<file path="config.mk">
export PLATFORM = sky130hd
export DESIGN_NAME = multi_sprite_engine
export DESIGN_NICKNAME = d
export VERILOG_FILES = /design/src/rtl/sprite_pkg.sv /design/src/rtl/sprite_axis_step.sv /design/src/rtl/multi_sprite_engine.sv
export SDC_FILE = /design/constraint.sdc
export NUM_CORES = 1
export LEC_CHECK = 0
export BUFFER_PORTS_ARGS = -buffer_cell sky130_fd_sc_hd__buf_2
export CORE_MARGIN = 1.5
export CORE_UTILIZATION = 40
export CTS_CLUSTER_SIZE = 40
export DETAILED_ROUTE_END_ITERATION = 10
export GPL_ROUTABILITY_DRIVEN = 1
export PLACE_DENSITY = 0.62
export SYNTH_ARGS = -nofsm -noshare
export SYNTH_HDL_FRONTEND = slang
export SYNTH_SLANG_ARGS = --single-unit
</file>
<file path="constraint.sdc">
create_clock -name clk -period 15.5 [get_ports clk]
set_clock_uncertainty 0.05 [all_clocks]
set_input_delay 2.325 -clock clk [delete_from_list [all_inputs] [get_ports clk]]
set_output_delay 2.325 -clock clk [all_outputs]
set_load 0.02 [all_outputs]
</file>
<file path="src/rtl/sprite_pkg.sv">
// sprite_pkg: shared types and helpers for the multi-sprite renderer.
//   cfg_field_e  - config port field selector
//   fsm_state_e  - per-frame position update FSM states
//   sprite_t     - per-sprite state record
//   rom_addr_w() - width of the {sprite_id, row, col} sprite ROM address
package sprite_pkg;

  localparam int POS_W       = 10;
  localparam int SPR_SPEED_W = 4;
  localparam int SPR_COLOR_W = 3;

  typedef enum logic [2:0] {
    CFG_POSX   = 3'd0,
    CFG_POSY   = 3'd1,
    CFG_SPEEDX = 3'd2,
    CFG_SPEEDY = 3'd3,
    CFG_ENABLE = 3'd4,
    CFG_COLOUR = 3'd5
  } cfg_field_e;

  typedef enum logic [1:0] {
    ST_IDLE   = 2'd0,
    ST_UPDATE = 2'd1,
    ST_DONE   = 2'd2
  } fsm_state_e;

  // dirx/diry: 0 = moving towards larger coordinates, 1 = towards smaller
  typedef struct packed {
    logic [POS_W-1:0]       posx;
    logic [POS_W-1:0]       posy;
    logic [SPR_SPEED_W-1:0] speedx;
    logic [SPR_SPEED_W-1:0] speedy;
    logic                   dirx;
    logic                   diry;
    logic                   enable;
    logic [SPR_COLOR_W-1:0] colour;
  } sprite_t;

  // 3 bits of sprite index on top of the in-sprite pixel offset
  function automatic int rom_addr_w(input int w, input int h);
    return $clog2(w * h) + 3;
  endfunction

endpackage

</file>
<file path="src/rtl/sprite_axis_step.sv">
// sprite_axis_step: one-axis bounce step, purely combinational.
//   pos_i     - current position
//   speed_i   - pixels per frame
//   dir_i     - 0 = increasing, 1 = decreasing
//   max_pos_i - largest legal position (LIMIT - SIZE)
//   pos_o     - next position, clamped to [0, max_pos_i]
//   dir_o     - next direction, flipped when a wall is hit
module sprite_axis_step
  import sprite_pkg::*;
(
  input  logic [POS_W-1:0]       pos_i,
  input  logic [SPR_SPEED_W-1:0] speed_i,
  input  logic                   dir_i,
  input  logic [POS_W-1:0]       max_pos_i,
  output logic [POS_W-1:0]       pos_o,
  output logic                   dir_o
);

  logic signed [11:0] nxt_s;

  // Signed 12-bit step so that underflow below zero is visible before clamping
  always_comb begin
    if (dir_i) begin
      nxt_s = $signed(12'(pos_i)) - $signed(12'(speed_i));
    end else begin
      nxt_s = $signed(12'(pos_i)) + $signed(12'(speed_i));
    end

    if (nxt_s < 12'sd0) begin
      pos_o = '0;
      dir_o = 1'b0;
    end else if (nxt_s > $signed(12'(max_pos_i))) begin
      pos_o = max_pos_i;
      dir_o = 1'b1;
    end else begin
      pos_o = nxt_s[POS_W-1:0];
      dir_o = dir_i;
    end
  end

endmodule

</file>
<file path="src/rtl/multi_sprite_engine.sv">
// multi_sprite_engine: N-sprite renderer with autonomous bouncing motion.
//   clk, rst            - pixel clock, synchronous active-low reset
//   pixelx, pixely      - current pixel coordinate
//   frame_start         - one-cycle pulse at start of vertical blank
//   cfg_we/idx/field/data - per-sprite config write port
//   rom_addr, rom_data  - shared sprite ROM, {sprite_id,row,col}; data one cycle later
//   color, is_visible, sprite_id - pixel result, 2 clk after the coordinate
//   collision           - sticky: >=2 sprites covered a pixel this frame
//   overrun             - sticky: frame_start arrived while still updating
module multi_sprite_engine
  import sprite_pkg::*;
#(
  parameter int NUM_SPRITES = 4,
  parameter int SPRITE_W    = 64,
  parameter int SPRITE_H    = 64,
  parameter int H_ACTIVE    = 640,
  parameter int V_ACTIVE    = 480,
  parameter int COLOR_W     = SPR_COLOR_W,
  parameter int SPEED_W     = SPR_SPEED_W
) (
  input  logic                                       clk,
  input  logic                                       rst,
  input  logic [9:0]                                 pixelx,
  input  logic [9:0]                                 pixely,
  input  logic                                       frame_start,
  input  logic                                       cfg_we,
  input  logic [2:0]                                 cfg_idx,
  input  logic [2:0]                                 cfg_field,
  input  logic [9:0]                                 cfg_data,
  output logic [rom_addr_w(SPRITE_W, SPRITE_H)-1:0]  rom_addr,
  input  logic                                       rom_data,
  output logic [COLOR_W-1:0]                         color,
  output logic                                       is_visible,
  output logic [2:0]                                 sprite_id,
  output logic                                       collision,
  output logic                                       overrun
);

  localparam int COL_W  = $clog2(SPRITE_W);
  localparam int ROW_W  = $clog2(SPRITE_H);
  localparam int ADDR_W = rom_addr_w(SPRITE_W, SPRITE_H);
  localparam logic [POS_W-1:0] MAX_X = POS_W'(H_ACTIVE - SPRITE_W);
  localparam logic [POS_W-1:0] MAX_Y = POS_W'(V_ACTIVE - SPRITE_H);

  function automatic sprite_t reset_sprite(input int k);
    sprite_t s;
    s.posx   = POS_W'(k * SPRITE_W);
    s.posy   = '0;
    s.speedx = SPR_SPEED_W'(1);
    s.speedy = SPR_SPEED_W'(1);
    s.dirx   = 1'b0;
    s.diry   = 1'b0;
    s.enable = 1'b0;
    s.colour = SPR_COLOR_W'(COLOR_W'(k + 1));
    return s;
  endfunction

  sprite_t    spr_q [NUM_SPRITES];
  sprite_t    spr_d [NUM_SPRITES];
  fsm_state_e st_q, st_d;
  logic [2:0] idx_q, idx_d;
  logic       clr_coll_s, ovr_set_s;

  logic [POS_W-1:0]       cur_posx_s, cur_posy_s;
  logic [SPR_SPEED_W-1:0] cur_spdx_s, cur_spdy_s;
  logic                   cur_dirx_s, cur_diry_s;
  logic [POS_W-1:0]       stx_pos_s, sty_pos_s;
  logic                   stx_dir_s, sty_dir_s;

  logic [NUM_SPRITES-1:0] hit_s;
  logic [3:0]             hit_cnt_s;
  logic [2:0]             win_s;
  logic [POS_W-1:0]       win_posx_s, win_posy_s;
  logic [SPR_COLOR_W-1:0] win_colour_s;
  logic [ROW_W-1:0]       row_s;
  logic [COL_W-1:0]       col_s;

  logic [ADDR_W-1:0]  rom_addr_q, rom_addr_d;
  logic               hit_q, hit_d;
  logic [2:0]         id_q, id_d;
  logic [COLOR_W-1:0] colour_q, colour_d;
  logic               coll_q, coll_d;
  logic               ovr_q, ovr_d;
  logic               vis_q, vis_d;
  logic [COLOR_W-1:0] color_q, color_d;
  logic [2:0]         sid_q;

  // Select the sprite currently being stepped by the update FSM
  always_comb begin
    cur_posx_s = spr_q[0].posx;
    cur_posy_s = spr_q[0].posy;
    cur_spdx_s = spr_q[0].speedx;
    cur_spdy_s = spr_q[0].speedy;
    cur_dirx_s = spr_q[0].dirx;
    cur_diry_s = spr_q[0].diry;
    for (int k = 1; k < NUM_SPRITES; k++) begin
      cur_posx_s = (idx_q == 3'(k)) ? spr_q[k].posx   : cur_posx_s;
      cur_posy_s = (idx_q == 3'(k)) ? spr_q[k].posy   : cur_posy_s;
      cur_spdx_s = (idx_q == 3'(k)) ? spr_q[k].speedx : cur_spdx_s;
      cur_spdy_s = (idx_q == 3'(k)) ? spr_q[k].speedy : cur_spdy_s;
      cur_dirx_s = (idx_q == 3'(k)) ? spr_q[k].dirx   : cur_dirx_s;
      cur_diry_s = (idx_q == 3'(k)) ? spr_q[k].diry   : cur_diry_s;
    end
  end

  sprite_axis_step u_step_x (
    .pos_i     (cur_posx_s),
    .speed_i   (cur_spdx_s),
    .dir_i     (cur_dirx_s),
    .max_pos_i (MAX_X),
    .pos_o     (stx_pos_s),
    .dir_o     (stx_dir_s)
  );

  sprite_axis_step u_step_y (
    .pos_i     (cur_posy_s),
    .speed_i   (cur_spdy_s),
    .dir_i     (cur_diry_s),
    .max_pos_i (MAX_Y),
    .pos_o     (sty_pos_s),
    .dir_o     (sty_dir_s)
  );

  // Update FSM: one sprite per cycle after frame_start, then a DONE cycle
  always_comb begin
    st_d       = st_q;
    idx_d      = idx_q;
    clr_coll_s = 1'b0;
    ovr_set_s  = 1'b0;
    case (st_q)
      ST_IDLE: begin
        if (frame_start) begin
          st_d       = ST_UPDATE;
          idx_d      = 3'd0;
          clr_coll_s = 1'b1;
        end else begin
          st_d = ST_IDLE;
        end
      end
      ST_UPDATE: begin
        ovr_set_s = frame_start;
        if (idx_q == 3'(NUM_SPRITES - 1)) begin
          st_d = ST_DONE;
        end else begin
          idx_d = idx_q + 3'd1;
        end
      end
      ST_DONE: begin
        ovr_set_s = frame_start;
        st_d      = ST_IDLE;
      end
      default: begin
        st_d = ST_IDLE;
      end
    endcase
  end

  // Sprite next state: FSM step first, then a config write overrides its field
  always_comb begin
    spr_d = spr_q;
    for (int k = 0; k < NUM_SPRITES; k++) begin
      if ((st_q == ST_UPDATE) && (idx_q == 3'(k)) && spr_q[k].enable) begin
        spr_d[k].posx = stx_pos_s;
        spr_d[k].dirx = stx_dir_s;
        spr_d[k].posy = sty_pos_s;
        spr_d[k].diry = sty_dir_s;
      end else begin
        spr_d[k] = spr_q[k];
      end
      if (cfg_we && (cfg_idx == 3'(k))) begin
        case (cfg_field_e'(cfg_field))
          CFG_POSX:   spr_d[k].posx = (cfg_data > MAX_X) ? MAX_X : cfg_data;
          CFG_POSY:   spr_d[k].posy = (cfg_data > MAX_Y) ? MAX_Y : cfg_data;
          CFG_SPEEDX: begin
            spr_d[k].speedx = SPR_SPEED_W'(cfg_data[SPEED_W-1:0]);
            spr_d[k].dirx   = 1'b0;
          end
          CFG_SPEEDY: begin
            spr_d[k].speedy = SPR_SPEED_W'(cfg_data[SPEED_W-1:0]);
            spr_d[k].diry   = 1'b0;
          end
          CFG_ENABLE: spr_d[k].enable = cfg_data[0];
          CFG_COLOUR: spr_d[k].colour = SPR_COLOR_W'(cfg_data[COLOR_W-1:0]);
          default:    spr_d[k] = spr_d[k];
        endcase
      end else begin
        spr_d[k] = spr_d[k];
      end
    end
  end

  // Hit test per sprite; the 11-bit compare keeps posx+SPRITE_W from wrapping
  always_comb begin
    hit_s = '0;
    for (int k = 0; k < NUM_SPRITES; k++) begin
      hit_s[k] = spr_q[k].enable
        && ({1'b0, pixelx} >= {1'b0, spr_q[k].posx})
        && ({1'b0, pixelx} <  ({1'b0, spr_q[k].posx} + 11'(SPRITE_W)))
        && ({1'b0, pixely} >= {1'b0, spr_q[k].posy})
        && ({1'b0, pixely} <  ({1'b0, spr_q[k].posy} + 11'(SPRITE_H)));
    end
  end

  // Priority select: scanning downwards leaves the lowest-index hit in place
  always_comb begin
    hit_cnt_s    = 4'd0;
    win_s        = 3'd0;
    win_posx_s   = '0;
    win_posy_s   = '0;
    win_colour_s = '0;
    for (int k = NUM_SPRITES - 1; k >= 0; k--) begin
      hit_cnt_s    = hit_cnt_s + {3'b000, hit_s[k]};
      win_s        = hit_s[k] ? 3'(k)           : win_s;
      win_posx_s   = hit_s[k] ? spr_q[k].posx   : win_posx_s;
      win_posy_s   = hit_s[k] ? spr_q[k].posy   : win_posy_s;
      win_colour_s = hit_s[k] ? spr_q[k].colour : win_colour_s;
    end
    row_s = ROW_W'(pixely - win_posy_s);
    col_s = COL_W'(pixelx - win_posx_s);
  end

  // Stage 1/2 next values; rom_addr is held when nothing is hit
  always_comb begin
    hit_d      = |hit_s;
    id_d       = hit_d ? win_s : 3'd0;
    colour_d   = hit_d ? win_colour_s[COLOR_W-1:0] : '0;
    rom_addr_d = hit_d ? {win_s, row_s, col_s} : rom_addr_q;
    coll_d     = (clr_coll_s ? 1'b0 : coll_q) | (hit_cnt_s >= 4'd2);
    ovr_d      = ovr_q | ovr_set_s;
    vis_d      = hit_q & rom_data;
    color_d    = vis_d ? colour_q : '0;
  end

  // Sprite table and FSM registers
  always_ff @(posedge clk) begin
    if (!rst) begin
      st_q  <= ST_IDLE;
      idx_q <= 3'd0;
      for (int k = 0; k < NUM_SPRITES; k++) begin
        spr_q[k] <= reset_sprite(k);
      end
    end else begin
      st_q  <= st_d;
      idx_q <= idx_d;
      for (int k = 0; k < NUM_SPRITES; k++) begin
        spr_q[k] <= spr_d[k];
      end
    end
  end

  // Pixel pipeline registers and sticky flags
  always_ff @(posedge clk) begin
    if (!rst) begin
      rom_addr_q <= '0;
      hit_q      <= 1'b0;
      id_q       <= 3'd0;
      colour_q   <= '0;
      coll_q     <= 1'b0;
      ovr_q      <= 1'b0;
      vis_q      <= 1'b0;
      color_q    <= '0;
      sid_q      <= 3'd0;
    end else begin
      rom_addr_q <= rom_addr_d;
      hit_q      <= hit_d;
      id_q       <= id_d;
      colour_q   <= colour_d;
      coll_q     <= coll_d;
      ovr_q      <= ovr_d;
      vis_q      <= vis_d;
      color_q    <= color_d;
      sid_q      <= id_q;
    end
  end

  assign rom_addr   = rom_addr_q;
  assign color      = color_q;
  assign is_visible = vis_q;
  assign sprite_id  = sid_q;
  assign collision  = coll_q;
  assign overrun    = ovr_q;

endmodule

</file>
* Word-level counts from Yosys, hierarchy flattened *
Index checks and enable logic that the tools add are counted.

operators by class
  $add $sub $neg = 18
  muxes and demuxes = 100
  reduce and logical (&&, ||, !) cells = 54
  bitwise logic cells = 3
  eq/ne operators = 16
  order comparisons = 23

operators with widths
  kind                                                  count
  two-way mux 10 bit                                    20
  two-way mux 34 bit                                    4
  adder 10 x 7 -> 11 bit, second input constant         8
  < comparator 10 x 11 -> 1 bit                         8
  >= comparator 10 bit                                  8
  two-way mux 20 bit                                    4
  two-way mux 4 bit                                     14
  two-way mux 6 bit                                     8
  AND reduction 2 bit                                   18
  two-way mux 3 bit                                     10
  logical AND 1 bit                                     28
  two-way mux 1 bit                                     27
  < comparator 12 x 1 -> 1 bit, second input constant   2
  two-way mux 12 bit                                    2
  adder 10 x 4 -> 11 bit                                2
  subtractor 10 x 4 -> 11 bit                           2
  equality test 3 x 2 -> 1 bit, second input constant   6
  two-way mux 2 bit                                     9
  > comparator 12 x 10 -> 1 bit, second input constant  1
  > comparator 12 x 11 -> 1 bit, second input constant  1
  subtractor 6 bit                                      2
  > comparator 10 bit, second input constant            1
  > comparator 10 x 9 -> 1 bit, second input constant   1
  equality test 3 x 1 -> 1 bit, second input constant   3
  other kinds (19)                                      25

storage, ports and cells
  word-level logic and storage cells = 257
  input port bits = 41
  register bits after elaboration = 172

* Depth between registers and ports, before layout *
Gate-level depths: netlist of the first run.

  depth in word-level cells = 12
  depth in mapped cells = 26

* By module *
Synthesis of the first run repeated with hierarchy kept, for this count alone.

unflattened totals
  cell total of the unflattened synthesis = 1743
  area total of the unflattened synthesis = 13994.7 µm²

by module, submodules not included
  module                       times used  area an instance (µm²)  cells an instance
  multi_sprite_engine          1           11985.2                 1474
  sprite_axis_step (u_step_y)  1           1067.3                  142
  sprite_axis_step (u_step_x)  1           942.2                   127

* Worst setup path before layout of the first run *
OpenSTA, ideal clock, no wires.

  kind = input -> register
  from = input port pixely[6]
  to = register rom_addr_q[11], in the netlist rom_addr[11]
  stages on the path = 21
  arrival time = 6479 ps
  setup slack = 8854 ps
  buffers on the path = 2
  path through = ha_1 -> inv_1 -> a2111oi_0 -> a211oi_1 -> o41ai_1 -> nor4bb_1 -> clkbuf_1 -> clkbuf_1 -> a22oi_1 -> a211oi_1 -> a21oi_1 -> ha_1 -> nor2b_1 -> o21a_1 -> o21a_1 -> o211ai_1 -> or2_2 -> a21oi_1 -> a211oi_1 -> o211ai_1 -> a22o_1

on the way
  word-level cells in the longest chain between the ends = 8

RTL lines
  item                             line                        source
  start: declaration               multi_sprite_engine.sv:24   input logic [9:0] pixely,
  >= comparator 10 bit             multi_sprite_engine.sv:199  && ({1'b0, pixely} >= {1'b0, spr_q[k].posy})
  logical AND 1 bit                multi_sprite_engine.sv:199
  logical AND 1 bit                multi_sprite_engine.sv:200  && ({1'b0, pixely} < ({1'b0, spr_q[k].posy} + 11'(SPRITE_H)));
  two-way mux 6 bit (4 in series)  multi_sprite_engine.sv:215  win_posy_s = hit_s[k] ? spr_q[k].posy : win_posy_s;
  subtractor 6 bit                 multi_sprite_engine.sv:218  row_s = ROW_W'(pixely - win_posy_s);
  end signal: assignment           multi_sprite_engine.sv:264  rom_addr_q <= rom_addr_d;
  end: declaration                 multi_sprite_engine.sv:78   logic [ADDR_W-1:0] rom_addr_q, rom_addr_d;

Parallel ways exist; a longest one is shown, timed or not.
A chain may end at the register's enable or synchronous reset.

* Worst setup path after layout of the first run *
Same ends and word-level chain as after synthesis.

==> metrics.md, run 1 <==
| Metric | Value |
|---|---|
| Num ports | `65` |
| Register-to-Register Setup Slack | `9.67 ns` |
| Top-area cell type share of the netlist area | `between 20% and 30%` |
| Hold Path Depth | `1` |
| Synth Register Bits | `~170` |
| RSZ-0062 raised after global routing | `false` |
| Min Tclk post-route | `~6.9 ns` |
| Pre-CTS setup slack | `8.221 ns` |
| CP required | `about 16 ns` |
| Post-synth EDFFs | `0` |
| Final TNS setup | `0 ns` |
| Port bufs | `slightly above 60` |
| Worst-margin pin slew | `1.162 ns` |
| Yosys top cell by area | `dfxtp_1` |
| Reg clk slew, reported paths | `about 0.06 ns` |
| Final WS setup | `8.608 ns` |
| Yosys warnings | `0` |
| Mapped Cells | `~1800` |
| Worst setup EP type | `flip-flop` |
| DR iter-0 viols | `roughly 1500` |
| Tcrit/Tclk final | `44.46%` |
| Vias in the first global route | `roughly 13000` |
| CP Max Fanout | `20` |
| Clock sink count | `about 170` |
| Final Hold Viols | `0` |
| Vias per cell | `6.006` |
| Cells along the critical path | `buf_2, ha_1, inv_1, a2111oi_0, a211oi_1, o41ai_1, nor4bb_4, buf_4, a22oi_1, a211oi_1, a21oi_1, ha_1, nor2b_1, o21a_1, o21a_1, o211ai_1, nor2_1, and4_1, a211oi_1, o211ai_1, a22o_1` |
| Simple-Gate Fraction of Synth Area | `21.58%` |
| Leading cell type in the layout, fill and taps excluded | `nand2_1` |
| Overall Global Routing Usage | `approximately 26%` |
| Synth Area per Inst | `7.666 sq um` |
| Final RePlAce weighted congestion | `0.9513` |
| Critical-path top delay cell | `a2111oi_0` |
| Min-delay worst type | `reg -> reg` |
| Crit path max-delay family | `compound AO/OA/AOI/OAI gates` |
| Most frequent cells in the layout | `nand2_1 (218), dfxtp_1 (169), ha_1 (153), o21ai_0 (144), inv_1 (123)` |
| Yosys cell types | `93` |
| Final nets | `around 2000` |
| Critical Path Max Stage Delay | `~0.46 ns` |
| Status | `finished clean` |
| Final wirelength | `around 47000 um` |
| Mux contribution to synthesized area | `under 10%` |
| Layout area overhead | `8.862%` |
| Main combinational cell family by area after synthesis | `compound AO/OA/AOI/OAI gates` |
| Mapped Area | `approximately 14000 sq um` |
| Post-synthesis compound-gate area fraction | `roughly 29%` |
| Per-cell routed wire length | `around 21 um` |
| Post-synthesis sequential area ratio | `between 20% and 30%` |
| Crit path to | `rom_addr[11]` |
| Slew Viols, Final | `0` |
| Postcts setup bufs | `0` |
| Skew-Pair Late Insertion Delay | `0.45 ns` |
| Vias | `13586` |
| Xor/xnor cell area share of the yosys netlist | `approximately 2.1%` |
| Pleak | `~5.6 nW` |
| Max-cap viol count | `0` |
| Largest net degree at the start of global routing | `74` |
| R2r startpoint | `idx_q[0]` |
| Setup-failing EPs final | `0` |
| Starting Density | `around two fifths` |
| Clock buffer count from CTS | `17` |
| CTS Root Cell | `clkbuf_16` |
| CP arrival | `a little over 7 ns` |
| CTS tree | `built` |
| Worst IR drop on VDD | `0.00008079 V` |
| Post-route ant nets | `0` |
| CP bufs+invs | `3` |
| Hold_buf cts | `0` |
| H-tree depth | `4` |
| Die Span Y | `188.4 um` |
| Post-CTS sizing | `0` |
| Max Fclk | `0.1451 GHz` |
| Die Area | `35500 sq um` |
| Reg2reg end | `spr_q[53]` |
| Rel. slew slack | `between 20% and 30%` |
| CTS Buffer Depth | `2` |
| Synth top area cells | `dfxtp_1 (25%), ha_1 (14%), nand2_1 (6.0%), o21ai_0 (5.2%), a21oi_1 (3.8%)` |
| Die X | `between 150 and 200 um` |
| Startpoint Class | `input pin` |
| Drt drc | `0` |
| Ys flop type | `dfxtp_1` |
| Crit Path Category | `in -> reg` |
| First-pass GRT wire length | `roughly 70000 um` |
| Crit path launch | `pixely[6]` |
| Layout cell share with drive strength beyond 1 | `8.002%` |
| Detailed Place HPWL | `between 30000 and 40000 um` |
| Power density cells | `~67 nW/um^2` |
| Total core area | `33700 sq um` |
| Asr flop ratio synth | `0%` |
| Most used cell, CP | `a211oi_1` |
| Total congestion overflow | `0` |
| Post-Synth Adder-Cell Area | `approximately 15%` |
| Levels on crit path | `21` |
| FP Rows | `67` |
| DRT Pass-1 Iters | `6` |
| Initial antenna violation count | `3` |
| Reg2Reg Depth | `19` |
power breakdown:
group | switching [mW] | internal [mW] | leakage (nW)
sequential | 0.00250 | 0.436 | 1.36
clock | 0.194 | 0.241 | 0.276
combinational | 0.0849 | 0.0447 | 3.93
total | 0.281 | 0.722 | 5.57
area by class of cell:
cell class / count / area, sq um
diodes: 2 / 5.005
clock buffers: 20 / 446.7
clock inverters: 11 / 121.4
fillers: 3425 / 18730
inverters: 124 / 465.4
multi-input cells: 1411 / 9563
flip-flops and latches: 169 / 3383
well taps: 448 / 560.5
repair buffers: 77 / 425.4
Yosys cell counts, drive strengths merged, types with 26 or more instances:
cell type	count
nor2	122
nand2	218
nor3	29
nor2b	27
o21ai	148
a21oi	104
ha	154
a21boi	40
clkbuf	78
a22oi	44
inv	123
o31ai	26
dfxtp	169
nand3	74
state kept, by name, summed over array words and instances, names as in the netlist:
| signal | cells |
|---|---|
| collision | 1 |
| hit_q | 1 |
| is_visible | 1 |
| rom_addr | 14 |
| idx_q | 3 |
| colour_q | 3 |
| spr_q | 136 |
| overrun | 1 |
| id_q | 2 |
| sprite_id | 2 |
| st_q | 2 |
| color | 3 |
cells by family (layout without fill, tap and decap cells):
family                     after synthesis  after routing
DFF                                    169            169
other                                    1              4
xor gates and xnor gates                32             32
adders and majority gates              161            161
and+or+nand+nor                        612            612
buffers and inverters                  215            232
muxes                                   19             19
AOI/OAI and AO/OA                      585            585
worst min-delay path by stage:
stage / from / slack [ns] / endpoint
4_1_cts: id_q[0] / 0.39 / sprite_id[0]
3_5_place_dp: colour_q[2] / 0.37 / color[2]
5_1_grt: id_q[1] / 0.41 / sprite_id[1]
6_report: id_q[0] / 0.38 / sprite_id[0]
3_3_place_gp: id_q[0] / 0.37 / sprite_id[0]
2_1_floorplan: colour_q[0] / 0.36 / color[0]
per-layer routing:
layer	vias up	global-route usage, %	routed length, um
met1	6397	36.00	21510
met3	81	4.749	3736
li1	6558	-	-
met5	-	0	0
met2	550	40.29	19930
met4	0	9.249	1356
stage by stage:
stage	area, sq um	util [%]	cells	total power [mW]	hold slack (ns)
final	14970	44.42	2262	1.003	0.3835
after detailed placement	14400	42.72	2229	0.5758	0.3684
after global routing	14970	44.41	2260	1.035	0.4083
after CTS	14970	44.41	2260	1.003	0.3861
after floorplan	13760	-	1795	0.5320	0.3557
after global placement	14400	42.72	2229	0.5727	0.3678
(Power assumes the default switching activity.)
==> run 2, diff against run 1 <==
==> constraint.sdc (replaced) <==
create_clock -name clk -period 7 [get_ports clk]
set_clock_uncertainty 0.05 [all_clocks]
set_input_delay 1.05 -clock clk [delete_from_list [all_inputs] [get_ports clk]]
set_output_delay 1.05 -clock clk [all_outputs]
set_load 0.02 [all_outputs]
==> metrics.md, run 2 (synthesis results as in run 1) <==
| Metric | Value |
|---|---|
| Crit path launch | `spr_q[32]` |
| Pleak | `5.626 nW` |
| Per-cell routed wire length | `20.59 um` |
| Final TNS setup | `0 ns` |
| Worst IR drop on VDD | `0.0001710 V` |
| CP required | `between 7 and 8 ns` |
| Clock buffer count from CTS | `17` |
| Final Hold Viols | `0` |
| CTS tree | `built` |
| Layout cell share with drive strength beyond 1 | `approximately 8.5%` |
| Initial antenna violation count | `2` |
| Min Tclk post-route | `about 6 ns` |
| Rel. slew slack | `approximately a quarter` |
| Vias per cell | `roughly 6.1` |
| Overall Global Routing Usage | `about a quarter` |
| Most flop-heavy register | `spr_q` |
| Crit path to | `rom_addr[11]` |
| Cells along the critical path | `nand3_1, xnor2_1, ha_1, a21oi_1, a32o_1, o2111ai_1, a211oi_1, nand3_1, nor3_2, a22oi_1, a211oi_1, a21oi_1, ha_1, nor2b_1, o21a_1, o21a_1, o211ai_1, or2_2, a21oi_1, a211oi_1, o211ai_1, a22o_1` |
| Levels on crit path | `22` |
| Leading cell type in the layout, fill and taps excluded | `nand2_1` |
| Final WS setup | `1.054 ns` |
| Die Area | `about 36000 sq um` |
| Min-delay worst type | `reg -> reg` |
| Max Fclk | `around 0.17 GHz` |
| Final cell count without fillers | `2269` |
| Critical-path top delay cell | `nor3_2` |
| Final wirelength | `46710 um` |
| CTS Root Cell | `clkbuf_16` |
| Reg2Reg Depth | `22` |
| Max-cap viol count | `0` |
| DR iter-0 viols | `approximately 1300` |
| FP Rows | `67` |
| Starting Density | `between 40% and 50%` |
| Critical Path Max Stage Delay | `slightly above 0.8 ns` |
| Most frequent cells in the layout | `nand2_1 (218), dfxtp_1 (169), ha_1 (153), o21ai_0 (144), inv_1 (123)` |
| H-tree depth | `4` |
| Postcts setup bufs | `0` |
| Total core area | `between 30000 and 40000 sq um` |
| Worst-margin pin slew | `~1.1 ns` |
| Final nets | `2009` |
| Pre-CTS setup slack | `approximately 0.73 ns` |
| Clock sink count | `169` |
| Slew Viols, Final | `0` |
| CP bufs+invs | `0` |
| Crit Path Category | `reg -> reg` |
| Hold Crit Start | `id_q[1]` |
| Tcrit/Tclk final | `a little over four fifths` |
| Startpoint Class | `flip-flop` |
| CP arrival | `6.22 ns` |
| Dpl cells | `~2200` |
| Final RePlAce weighted congestion | `just under 1` |
| Total congestion overflow | `0` |
| Largest net degree at the start of global routing | `72` |
| Drt drc | `0` |
| Port bufs | `62` |
| Final Util | `44.71%` |
| Detailed Place HPWL | `35950 um` |
| Power density cells | `around 150 nW/um^2` |
| DRT Pass-1 Iters | `7` |
| Die Span Y | `around 190 um` |
| Reg clk slew, reported paths | `~0.070 ns` |
| Worst setup EP type | `flip-flop` |
| Vias | `13760` |
| Post-route ant nets | `0` |
| Post-CTS sizing | `0` |
| CTS Buffer Depth | `2` |
| Hold_buf cts | `0` |
| Vias in the first global route | `~13000` |
| Layout area overhead | `9.571%` |
| Max reg flops | `between 100 and 150` |
| Register-to-Register Setup Slack | `1.05 ns` |
| Setup-failing EPs final | `0` |
| Num ports | `65` |
| Crit path max-delay family | `compound AO/OA/AOI/OAI gates` |
| RSZ-0062 raised after global routing | `false` |
| CP Max Fanout | `10` |
| R2r startpoint | `spr_q[32]` |
| Die X | `~190 um` |
| Skew-Pair Late Insertion Delay | `0.44 ns` |
| Reg2reg end | `rom_addr[11]` |
| First-pass GRT wire length | `72270 um` |
| Status | `finished clean` |
## run 2: cell types whose count changed in the layout (fill, tap and decap cells not counted), sizes merged
cell	change
bufinv	+1
clkbuf	-1
buf	+7
inv	+2
clkinv	-2
## run 2: how the worst min path moves through the flow
stage | to | cells past startpoint
2_1_floorplan | color[0] | 1
6_report | sprite_id[1] | 1
3_3_place_gp | sprite_id[0] | 1
3_5_place_dp | color[0] | 1
4_1_cts | sprite_id[1] | 1
5_1_grt | sprite_id[1] | 1
## run 2: area by class of cell
cell class | count | area, sq um
diodes | 2 | 5.005
fillers | 3446 | 18630
flip-flops and latches | 169 | 3383
clock inverters | 12 | 165.2
well taps | 448 | 560.5
clock buffers | 19 | 452.9
repair buffers | 84 | 478.0
inverters | 124 | 465.4
multi-input cells | 1411 | 9558
## run 2: power breakdown
part           switching (mW)  internal, mW
registers             0.00552         0.965
clock network           0.427         0.585
logic                   0.188        0.0995
total                   0.621          1.65
## run 2: per-layer routing
layer / vias to the layer above / share of wire (%) / GRT usage, %
li1: 6570 / - / -
met3: 66 / 7.9 / 4.228
met2: 561 / 44 / 40.56
met5: - / 0 / 0
met1: 6563 / 46 / 36.62
met4: 0 / 2.0 / 7.814
## run 2: through the flow
stage	hold WS, ns	total power [mW]	instance area (sq um)
final	0.3776	2.271	15070
after global routing	0.4146	2.357	15060
after CTS	0.3826	2.283	15060
after detailed placement	0.3680	1.275	14450
after global placement	0.3647	1.269	14450
after floorplan	0.3557	1.178	13760
